$ cat src/rtl/dlfloat_dot_sequencer.sv
// Command sequencer for a DLFloat16 MAC: clears the accumulator, streams operand
// pairs one cycle each, waits for the MAC pipeline to drain, then returns the sum.
module dlfloat_dot_sequencer #(
    parameter int LEN_W   = 8,
    parameter int MAC_LAT = 2
) (
    input  logic             clk,
    input  logic             rst,
    input  logic             start,
    input  logic [LEN_W-1:0] cfg_len,
    input  logic             abort,
    input  logic             in_valid,
    output logic             in_ready,
    input  logic [15:0]      in_a,
    input  logic [15:0]      in_b,
    output logic [15:0]      mac_a,
    output logic [15:0]      mac_b,
    output logic             mac_clr,
    input  logic [15:0]      mac_acc,
    output logic             res_valid,
    input  logic             res_ready,
    output logic [15:0]      res_data,
    output logic             res_inf,
    output logic             busy
);

    localparam int WAIT_W = $clog2(MAC_LAT + 2);

    typedef enum logic [2:0] {
        IDLE  = 3'd0,
        CLEAR = 3'd1,
        FEED  = 3'd2,
        DRAIN = 3'd3,
        DONE  = 3'd4
    } state_t;

    state_t             state_r, state_d;
    logic [LEN_W-1:0]   len_q, len_d;
    logic [LEN_W-1:0]   cnt_r, cnt_d;
    logic [WAIT_W-1:0]  wait_r, wait_d;
    logic [15:0]        mac_a_d, mac_b_d, res_data_d;
    logic               mac_clr_d, in_ready_d, res_valid_d, res_inf_d, busy_d;
    logic               hs;
    logic [LEN_W-1:0]   cnt_inc;

    function automatic logic is_inf(input logic [15:0] v);
        return (v == 16'hFFFF);
    endfunction

    assign hs      = in_valid & in_ready & (state_r == FEED);
    assign cnt_inc = cnt_r + {{(LEN_W-1){1'b0}}, 1'b1};

    // Next-state and next-output computation; all outputs are registered below.
    always_comb begin
        state_d     = state_r;
        len_d       = len_q;
        cnt_d       = cnt_r;
        wait_d      = wait_r;
        mac_a_d     = 16'h0000;
        mac_b_d     = 16'h0000;
        mac_clr_d   = 1'b0;
        res_valid_d = res_valid;
        res_data_d  = res_data;
        res_inf_d   = res_inf;
        if (abort) begin
            state_d     = IDLE;
            mac_clr_d   = 1'b1;
            res_valid_d = 1'b0;
            cnt_d       = {LEN_W{1'b0}};
            wait_d      = {WAIT_W{1'b0}};
        end else begin
            case (state_r)
                IDLE: begin
                    if (start) begin
                        len_d     = cfg_len;
                        res_inf_d = 1'b0;
                        cnt_d     = {LEN_W{1'b0}};
                        wait_d    = {WAIT_W{1'b0}};
                        if (cfg_len == {LEN_W{1'b0}}) begin
                            state_d     = DONE;
                            res_data_d  = 16'h0000;
                            res_valid_d = 1'b1;
                        end else begin
                            state_d   = CLEAR;
                            mac_clr_d = 1'b1;
                        end
                    end else begin
                        state_d = IDLE;
                    end
                end
                CLEAR: begin
                    if (wait_r == WAIT_W'(MAC_LAT - 1)) begin
                        state_d = FEED;
                        wait_d  = {WAIT_W{1'b0}};
                    end else begin
                        mac_clr_d = 1'b1;
                        wait_d    = wait_r + {{(WAIT_W-1){1'b0}}, 1'b1};
                    end
                end
                FEED: begin
                    if (hs) begin
                        mac_a_d   = in_a;
                        mac_b_d   = in_b;
                        cnt_d     = cnt_inc;
                        res_inf_d = res_inf | is_inf(in_a) | is_inf(in_b);
                        if (cnt_inc == len_q) begin
                            state_d = DRAIN;
                            wait_d  = {WAIT_W{1'b0}};
                        end else begin
                            state_d = FEED;
                        end
                    end else begin
                        state_d = FEED;
                    end
                end
                DRAIN: begin
                    // The final product reaches mac_acc MAC_LAT edges after its handshake.
                    if (wait_r == WAIT_W'(MAC_LAT)) begin
                        res_data_d  = mac_acc;
                        res_valid_d = 1'b1;
                        state_d     = DONE;
                    end else begin
                        wait_d = wait_r + {{(WAIT_W-1){1'b0}}, 1'b1};
                    end
                end
                DONE: begin
                    if (res_ready) begin
                        state_d     = IDLE;
                        res_valid_d = 1'b0;
                    end else begin
                        state_d = DONE;
                    end
                end
                default: begin
                    state_d     = IDLE;
                    res_valid_d = 1'b0;
                end
            endcase
        end
        in_ready_d = (state_d == FEED);
        busy_d     = (state_d != IDLE);
    end

    // State, counters and registered outputs.
    always_ff @(posedge clk or posedge rst) begin
        if (rst) begin
            state_r   <= IDLE;
            len_q     <= {LEN_W{1'b0}};
            cnt_r     <= {LEN_W{1'b0}};
            wait_r    <= {WAIT_W{1'b0}};
            mac_a     <= 16'h0000;
            mac_b     <= 16'h0000;
            mac_clr   <= 1'b0;
            in_ready  <= 1'b0;
            res_valid <= 1'b0;
            res_data  <= 16'h0000;
            res_inf   <= 1'b0;
            busy      <= 1'b0;
        end else begin
            state_r   <= state_d;
            len_q     <= len_d;
            cnt_r     <= cnt_d;
            wait_r    <= wait_d;
            mac_a     <= mac_a_d;
            mac_b     <= mac_b_d;
            mac_clr   <= mac_clr_d;
            in_ready  <= in_ready_d;
            res_valid <= res_valid_d;
            res_data  <= res_data_d;
            res_inf   <= res_inf_d;
            busy      <= busy_d;
        end
    end

endmodule

$ cat config.mk
export PLATFORM = sky130hd
export DESIGN_NAME = dlfloat_dot_sequencer
export DESIGN_NICKNAME = d
export VERILOG_FILES = /design/src/rtl/dlfloat_dot_sequencer.sv
export SDC_FILE = /design/constraint.sdc
export NUM_CORES = 1
export LEC_CHECK = 0
export ABC_AREA = 1
export CAP_MARGIN = 10
export CORE_ASPECT_RATIO = 1.2
export CORE_UTILIZATION = 40
export DETAILED_ROUTE_END_ITERATION = 12
export GPL_TIMING_DRIVEN = 0
export PLACE_DENSITY = 0.81
export SLEW_MARGIN = 20
export SYNTH_ARGS = -nofsm -noshare
export SYNTH_HDL_FRONTEND = slang
export SYNTH_SLANG_ARGS = --single-unit
$ cat constraint.sdc
create_clock -name clk -period 5.6 [get_ports clk]
set_input_delay 0.56 -clock clk [delete_from_list [all_inputs] [get_ports clk]]
set_output_delay 0.56 -clock clk [all_outputs]
set_load 0.1 [all_outputs]
# After elaboration in Yosys (flattened, before gate mapping)
# Cells that the tools add are included.
[classes] reduce_logical=14 n_bitwise=5 add_sub_neg=2 mux=44 n_eq_ne=22
[ops] operator="two-way mux 16 bit" n=9
[ops] operator="== test 16 bit (second input constant)" n=2
[ops] operator="case mux 16 bit (2 select lines)" n=1
[ops] operator="two-way mux 8 bit" n=3
[ops] operator="two-way mux 3 bit" n=7
[ops] operator="!= test 3 bit (second input constant)" n=6
[ops] operator="case mux 8 bit (2 select lines)" n=1
[ops] operator="case mux 3 bit (5 select lines)" n=1
[ops] operator="AND reduction 5 bit" n=3
[ops] operator="two-way mux 1 bit" n=12
[ops] operator="two-way mux 2 bit" n=6
[ops] operator="== test 3 x 2 -> 1 bit (second input constant)" n=3
[ops] operator="adder 8 x 1 -> 8 bit (second input constant)" n=1
[ops] operator="== test 8 bit" n=1
[ops] operator="zero test 8 bit" n=1
[ops] operator="!= test 2 bit (second input constant)" n=4
[ops] operator="case mux 2 bit (4 select lines)" n=1
[ops] operator="AND reduction 3 bit" n=2
[ops] operator="nonzero test 3 bit" n=2
[ops] operator="nonzero test 5 bit" n=1
[ops] operator="case mux 1 bit (2 select lines)" n=2
[ops] operator="case mux 1 bit (4 select lines)" n=1
[ops] operator="AND reduction 4 bit" n=1
[ops] operator="nonzero test 2 bit" n=2
[ops] operator="other kinds (12)" n=14
[word_totals] elab_cells=99 register_bits=74 input_bits=62

# Longest topological paths before layout
# Gate-level depths: netlist (run 1).
[logic_depth] depth_word=7 mapped_depth=13

# Worst setup path before layout (run 1)
# OpenSTA, ideal clock, no wires.
[synth_timing] kind="register -> register" start="reg in_ready" end="reg wait_r[1]" setup_time_ns=0.117 synth_period_minus_slack_ns=1.841 n_path_buf=0 t_arrival_ns=1.724 path_slack_ns=3.759 path_stages_with_launch=12 path_cell_list="dfrtp_1 -> nand2_1 -> inv_1 -> nand2_1 -> nor2_1 -> nand3_1 -> nor2_1 -> nand3_1 -> nand2_1 -> nand2_1 -> nand2_1 -> nand2_1"
[synth_via] elab_chain_cells=4
[synth_rtl] item="start: declaration" line_no="13" source="output logic in_ready,"
[synth_rtl] item="start signal: assignment" line_no="167" source="in_ready <= in_ready_d;"
[synth_rtl] item="AND 1 bit (2 in series)" line_no="50" source="assign hs = in_valid & in_ready & (state_r == FEED);"
[synth_rtl] item="!= test 3 bit (no source line)"
[synth_rtl] item="AND reduction 5 bit (no source line)"
[synth_rtl] item="end signal: assignment" line_no="150" source="wait_r <= {WAIT_W{1'b0}};"
[synth_rtl] item="end signal: assignment" line_no="163" source="wait_r <= wait_d;"
[synth_rtl] item="end: declaration" line_no="40" source="logic [WAIT_W-1:0] wait_r, wait_d;"
# Every way passes these cells.
# A chain may end at the register's enable or synchronous reset.

# Final worst setup path (run 1)
[layout_timing] start="reg in_ready" end="out in_ready"
# No word-level cell between the ends.

==> results, run 1 <==
- The worst setup path is launched from a flip-flop.
- Measured along the y axis, the die boundary spans 103 µm.
- The tightest hold margin is 482 ps.
- The netlist uses 27 different library cells.
- The synthesized design spends more area on one cell type than any other, namely sky130_fd_sc_hd__dfrtp_1.
- The detailed-placement wirelength estimate is 6550 µm.
- The number of nets in the final layout is 593.
- The first-pass GRT wire length is 13700 µm.
- Counting flops with an async set or reset pin after synthesis yields a share of 100%.
- For this design the static power due to leakage is 2.35 nW.
- The worst setup path is captured at a primary output.
- Post-CTS timing repair inserted 0 buffers for setup.
- In this run the power density over the cells is 244 nW/µm².
- For the final routed database, the setup TNS stands at 0 ps.
- The number of cells in the finished layout apart from fillers is 646.
- The part of the total power dissipated in combinational logic is 15.6%.
- The transition time at the pin with the least slew margin is 1010 ps.
- The Yosys step of the flow raised 0 warnings.
- After filler insertion, the fill cell instance count of the layout stands at 717.
- After layout, the worst path uses 43.5% of the clock period.
- The number of placed instances, taps included, is 630.
- The net count of the mapped netlist is 467.
- Setup repair after global routing left no endpoint under its margin.
- The worst-case vdd ir drop is 147 µV.
- The flip-flop cell with the highest count after synthesis is sky130_fd_sc_hd__dfrtp_1.
- The core outline area is 8200 µm².
- The start point of the worst hold path is res_data[11]$_DFFE_PP0P_.
- The hold buffer count at cts is 0.
- The post-synthesis cell count is 401.
- The final count of pins violating max slew is 0.
- The die covers 8900 µm².
- The count of final hold-check violations was 0.
- The post-CTS clock slew at the launch and capture registers of the worst setup and hold paths is 80 ps.
- The initial standard-cell utilization of the core is 41.6%.
- The CTS tree is yes.
- Clock tree synthesis inserted a total of 9 buffers.
- The highest cell delay on the worst timing path is 1150 ps.
- The launching point of the worst reg2reg path is cnt_r[0]$_DFFE_PP0P_.
- In the final routed layout, each cell accounts on average for 13.3 µm.
- The normalized max-slew margin is 32.5%.
- The top achievable clock speed is 0.410 GHz.
- The first detailed-routing pass ran for 4 iterations.
- The DRC violations left is 0.
- The top-level port count is 115.
- The multi-input combinational cell area is 1220 µm².
- The post-cts resize count is 0.
- Sorting the synthesized cells by area gives the leading types as sky130_fd_sc_hd__dfrtp_1, sky130_fd_sc_hd__nand2_1, sky130_fd_sc_hd__inv_1.
- The detail-routed via count per cell is 4.88.
- The share of total power consumed by net switching is 27.0%.
- The tree is rooted in a sky130_fd_sc_hd__clkbuf_8.
- Dividing the synthesized area by the synthesized cell count gives 8.50 µm².
- Across the run, the number of max-cap violations was 0.
- The critical path starts at in_ready$_DFF_PP0_.
- STA puts the critical path data required time at 5040 ps.
- The post-synthesis sequential area ratio is 54.3%.
- At the end of routability-driven placement, the weighted congestion stood at 0.853.
- The aggregate global routing overflow is 0.
- The final layout contains routed wiring with a total length of 8570 µm.
- The maximum fanout count along the critical path is 2.
- The via count of the first global-routing pass came to 3036.
- The number of clock sinks is 74.
- Setup violations remaining at the end of the flow were counted as 0.
- The CTS H-tree depth is 3.
- The post-placement worst setup slack is 3280 ps.
- The clock group share of total power is 37.7%.
- The clock reaches the later pin of the worst-skew pair after 350 ps.
- After the first detailed-routing iteration, the DRC count stood at 149.
- The detail route stage leaves a number of antenna-violating nets equal to 0.
- The internal power consumption is 0.881 mW.
- Summed over all nets, the switching power comes to 0.326 mW.
- The smallest setup slack after layout is 3160 ps.
- Of the post-synthesis cell area, the dominant cell type holds 54.3%.
- The largest net degree at the start of global routing is 56.
- The area added between synthesis and finish is 44.9%.
- In the final layout, the share of cells above drive strength 1 is 8.46%.
- The slowest stage cell on the critical path is sky130_fd_sc_hd__clkdlybuf4s50_1.
- The power share of the sequential group is 46.6%.
- The number of enable-type register cells in the synthesized netlist is 0.
- Summing all flip-flop and latch instances after layout gives 1850 µm².
- The cell area after synthesis is 3410 µm².
- The worst clock skew is 11.7 ps.
- The core utilization of the finished layout is 60.3%.
- The port buffer count is 114.
- The total via count in the routed design is 3151.
- The global router's overall resource usage is 19.9%.
- For the finished layout, the period the worst path requires is 2440 ps.
- The number of synthesized register bits is 74.
- The flow ran to the end, and the final reports show no timing, DRC or antenna violations.
- The worst hold path belongs to the class reg -> reg.
- The chip width is 86.3 µm.
- The kind of cell with the highest combined delay along the critical path is buffers and inverters.
- The critical path is of the reg -> out type.
- The critical path goes through clkdlybuf4s50_1.
- The critical path arrival is 1880 ps.
- In this run the core area contains 36 standard-cell rows.
- The repair_antennas step left the layout with diodes totalling 0.
- The number of buffers and inverters on the critical path is 1.
- The initial antenna violation count came to 0.
- Counting along the longest clock path gives a buffer depth of 2.
==> power by group through the flow <==
stage                     clock (mW)  sequential, mW  combinational, mW
after CTS                      0.465           0.562              0.189
final                          0.455           0.563              0.189
after global placement             0           0.572              0.181
after detailed placement           0           0.573              0.188
after global routing           0.491           0.564              0.207
after floorplan                    0           0.603             0.0761
==> Yosys cell counts, types with 2 or more instances <==
cell,instances
sky130_fd_sc_hd__o21ai_2,16
sky130_fd_sc_hd__nand4_1,25
sky130_fd_sc_hd__buf_6,4
sky130_fd_sc_hd__a21oi_1,5
sky130_fd_sc_hd__nand2_1,82
sky130_fd_sc_hd__o22ai_1,3
sky130_fd_sc_hd__clkbuf_1,7
sky130_fd_sc_hd__nor3_1,2
sky130_fd_sc_hd__ha_1,4
sky130_fd_sc_hd__nor2_1,56
sky130_fd_sc_hd__inv_1,67
sky130_fd_sc_hd__nand3_1,28
sky130_fd_sc_hd__inv_2,2
sky130_fd_sc_hd__o21ai_0,13
sky130_fd_sc_hd__dfrtp_1,74
sky130_fd_sc_hd__nor4_1,2
==> layout make-up <==
class                      count  area share [%]
sequential                    74            37.5
multi-input combinational    245            24.6
timing repair buffer         115            23.7
inverter                      70            5.37
tap                          114            2.89
clock buffer                  10            2.58
clock inverter                 6            1.82
buffer                        12            1.60
==> cells by family (layout without fill, tap and decap cells) <==
group                      Yosys count  after routing  share of synthesized area [%]
AOI/OAI and AO/OA                   40             40                           7.96
xor gates and xnor gates             1              1                          0.257
adders and majority gates            4              4                           1.47
buffers and inverters               82            213                           10.0
DFF                                 74             74                           54.3
and+or+nand+nor                    200            200                           26.0
==> cell usage in the layout (no fill, tap or decap), drive strengths merged, types with 2 or more instances in the layout <==
cell | Yosys | final
nand4 | 26 | 26
nor2 | 57 | 57
bufinv | 0 | 2
nor4 | 3 | 3
dfrtp | 74 | 74
nand2 | 83 | 83
o22ai | 3 | 3
clkbuf | 7 | 17
clkdlybuf4s50 | 0 | 114
inv | 69 | 70
nand3 | 28 | 28
o21ai | 29 | 29
clkinv | 1 | 3
ha | 4 | 4
buf | 5 | 6
nor3 | 2 | 2
a21oi | 5 | 5
==> state kept, by name (all words and copies together) (netlist names) <==
name and cells:
mac_a 16, mac_b 16, res_data 16, cnt_r 8
len_q 8, state_r 3, wait_r 2, busy 1
in_ready 1, mac_clr 1, res_inf 1, res_valid 1
==> routing by layer <==
layer	vias up	share of wire, %	track usage (%)
met1	1489	38	22.9
met5	-	0	0
met2	114	52	34.7
li1	1527	-	-
met3	21	6.0	4.00
met4	0	3.1	11.5
==> final timing paths <==
check	depth (start not counted)	slack (ps)	end
setup / recovery	1	3160	in_ready
hold / removal	2	480	res_data[11]$_DFFE_PP0P_
setup reg to reg	11	3610	wait_r[0]$_DFFE_PP0P_
hold reg to reg	2	480	res_data[11]$_DFFE_PP0P_
max in group asynchronous	3	4530	mac_b[11]$_DFF_PP0_
min in group asynchronous	2	510	mac_a[7]$_DFF_PP0_
==> per-stage QoR <==
step           area (µm²)  power [mW]
2_1_floorplan        3410       0.679
3_3_place_gp         4690       0.753
3_5_place_dp         4720       0.761
4_1_cts              4940        1.22
5_1_grt              4940        1.26
6_report             4940        1.21
(Power assumes the default switching activity.)
==> inputs of run 2 (changes only) <==
clock period = 2.6 ns   (was 5.6 ns; I/O delays follow)
==> results of run 2 <==
Same layout as run 1 (identical final DEF). Status: completed.
Among the figures that moved: setup slack after placement 3280 ps -> 580 ps; clock-pin slew on the worst setup and hold paths 80 ps -> 90 ps; setup slack after layout 3160 ps -> 464 ps; hold slack 482 ps -> 211 ps; register-to-register setup slack 3610 ps -> 610 ps; total power 1.21 mW -> 2.60 mW; worst IR drop on VDD 147 µV -> 316 µV
==> inputs of run 3 (changes only) <==
PLACE_DENSITY = 0.83   (was 0.81)
clock period = 1.9 ns   (was 2.6 ns; I/O delays follow)
==> run 3 against run 2 <==
Combinational power grew 38%; sequential power increased by 37%; non-clock buffer count increased by 4; utilization is 0.23 points higher; cell count rose by 0.62%; via count up 1.1%; sequential share of layout area is 0.14 points lower; flip-flop and latch count unchanged; clock skew fell by 4.3 ps; worst setup slack lost 340 ps; worst hold slack improved by 13 ps; global-route usage about the same; largest power group unchanged.
==> results, run 3 (synthesized netlist as in run 1, its figures left out) <==
- The initial antenna violation count is 0 (unchanged).
- The number of clock sinks is 74 (unchanged).
- The chip width is 86.3 µm (unchanged).
- The largest net degree at the start of global routing is 36 (-36%).
- The share of layout cells above drive strength 1 was 10.8% (+2.4 points).
- The clock insertion delay at the later pin of the skew report is 360 ps (about the same).
- The worst-case vdd ir drop is 398 µV.
- The power density normalized to cell area is 733 nW/µm².
- The detail-routed via count per cell came to 4.90 (+0.49%).
- The top cell types in the final layout, fill and taps aside, are sky130_fd_sc_hd__nand2_1, sky130_fd_sc_hd__dfrtp_1, sky130_fd_sc_hd__inv_1.
- Across all register-to-register paths, the minimum setup slack is 130 ps.
- The largest delay contributor family on the critical path is buffers and inverters.
- The maximum fanout count along the critical path is 2 (unchanged).
- The endpoint of the worst-slack reg-to-reg timing path is wait_r[0]$_DFFE_PP0P_.
- The die height came to 103 µm (unchanged).
- The number of antenna diodes is 0 (unchanged).
- The critical path goes through dlygate4sd2_1.
- The static power due to leakage is 2.64 nW (+12%).
- The buffer and inverter count on the worst path is 1 (unchanged).
- The max-cap check violation count came to 0 (unchanged).
- The aggregate global routing overflow is 0 (unchanged).
- The detailed-placement wirelength estimate was 6730 µm (+2.7%).
- The area growth from synthesis to layout is 45.5%.
- The DRC violations left came to 0 (unchanged).
- STA classifies the critical path startpoint as a flip-flop.
- The total via count in the routed design is 3186 (+1.1%).
- The final sum of negative setup slack came to 0 ps (unchanged).
- The normalized max-slew margin is 33.5% (+1.1 points).
- The via count of the first global-routing pass is 3107 (+2.3%).
- The critical path endpoint category is a primary output.
- The post-route antenna net violation count was 0 (unchanged).
- The number of cells in the finished layout apart from fillers is 650 (+0.62%).
- The hold buffer count at cts is 0 (unchanged).
- The total wire length was 8880 µm (+3.6%).
- The initial standard-cell utilization of the core is 41.6% (unchanged).
- The flow ran to the end, and the final reports show no timing, DRC or antenna violations.
- The core outline area was 8200 µm² (unchanged).
- The count of final hold-check violations is 0 (unchanged).
- The worst path uses 93.7% of the clock period.
- The number of placement rows is 36 (unchanged).
- The global router's overall resource usage is 20.0% (+0.048 points).
- The TritonCTS buffer count is 9 (unchanged).
- The maximum root-to-sink buffer count is 2 (unchanged).
- The area enclosed by the die boundary was 8900 µm² (unchanged).
- The number of design-rule violations left by the first detailed-router iteration is 142 (-4.7%).
- Data on the critical path is required at its endpoint by 1710 ps.
- The top-level port count is 115 (unchanged).
- The number of nets in the final layout is 597 (+0.67%).
- The weighted congestion reported at the end of routability-driven placement came to 0.866 (+1.5%).
- The first-pass iteration count of the detailed router was 4 (unchanged).
- The highest cell delay on the worst timing path was 870 ps (-280 ps).
- Timing would allow up to 0.562 GHz.
- The slowest stage cell on the critical path is sky130_fd_sc_hd__dlygate4sd2_1.
- The post-placement worst setup slack is -74.3 ps.
- The number of cells on the worst reg-to-reg path was 11 (unchanged).
- The port buffer count is 114 (unchanged).
- The most common cell after layout, fill and taps aside is sky130_fd_sc_hd__nand2_1.
- The number of placed instances with taps included is 631 (+0.16%).
- The launching point of the worst reg2reg path is cnt_r[0]$_DFFE_PP0P_.
- The first-pass GRT wire length came to 13600 µm (-0.26%).
- Setup repair after global routing left no endpoint under its margin.
- The type of the worst min-delay path is in -> async.
- The final-report setup violation count is 0 (unchanged).
- The CTS tree is yes.
- The post-CTS clock slew at the launch and capture registers of the worst setup and hold paths is 90 ps.
- The root buffer cell chosen for the clock tree is sky130_fd_sc_hd__clkbuf_8.
- The final count of pins violating max slew is 0 (unchanged).
- The tightest hold margin is 224 ps.
- The transition time at the pin with the least slew margin came to 1000 ps (-8.97 ps).
- The shortest period the worst path allows is 1780 ps.
- The critical path is of the reg -> out type.
- The routed wire length per instance is 13.7 µm (+2.9%).
- In the final layout, the registers with the most flip-flops are mac_a (16), mac_b (16), res_data (16).
- The CTS H-tree depth is 3 (unchanged).
- The critical path arrival is 1590 ps (-290 ps).
- The smallest setup slack after layout is 120 ps.
- The worst clock skew came to 7.38 ps (-4.27 ps).
==> run 3: cell types whose count changed in the layout (fill, tap and decap cells not counted), sizes merged <==
cell,delta
buf,+4
clkdlybuf4s50,-53
dlygate4sd2,+53
==> run 3: power breakdown <==
part	total [mW]	leakage (nW)	internal, mW	switching (mW)
clock network	1.42	0.117	0.789	0.629
registers	1.66	1.01	1.63	0.0313
logic	0.560	1.51	0.222	0.338
total	3.64	2.64	2.64	0.999
==> run 3: what timing repair did <==
item / 4_1_cts / 5_1_grt
setup endpoints to repair: 62 / 16
setup buffers: 0 / 3
pin swaps: 0 / 2
gates resized for setup: 55 / 8
==> run 3: metrics by stage <==
| stage | total power, mW | area, µm² | util [%] |
|---|---|---|---|
| after floorplan | 2.00 | 3410 | - |
| after global routing | 3.78 | 4960 | 60.5 |
| after CTS | 3.65 | 4920 | 60.0 |
| after global placement | 2.23 | 4700 | 57.3 |
| after detailed placement | 2.25 | 4740 | 57.9 |
| final | 3.64 | 4960 | 60.5 |
==> run 3: routing by layer <==
layer	vias to the layer above	track usage, %	routed length [µm]
met5	-	0	0
met3	31	5.84	559
met2	124	35.1	4670
met1	1495	21.3	3290
li1	1536	-	-
met4	0	12.1	355
==> run 3: how the worst max path moves through the flow <==
stage	from	end	slack [ps]	cells after the start
2_1_floorplan	in_ready$_DFF_PP0_	wait_r[1]$_DFFE_PP0P_	60	11
3_5_place_dp	abort	len_q[3]$_DFFE_PP0P_	-70	4
4_1_cts	cnt_r[0]$_DFFE_PP0P_	wait_r[0]$_DFFE_PP0P_	70	11
6_report	res_data[0]$_DFFE_PP0P_	res_data[0]	120	1
5_1_grt	cnt_r[0]$_DFFE_PP0P_	wait_r[0]$_DFFE_PP0P_	10	12
3_3_place_gp	abort	len_q[3]$_DFFE_PP0P_	-50	4
==> run 3: final cells by class <==
| class | count | area [µm²] |
|---|---|---|
| buffer | 12 | 80.1 |
| fill | 737 | 3240 |
| timing repair buffer | 119 | 1140 |
| clock inverter | 6 | 95.1 |
| tap | 114 | 143 |
| inverter | 70 | 267 |
| sequential | 74 | 1850 |
| multi-input combinational | 245 | 1240 |
| clock buffer | 10 | 138 |
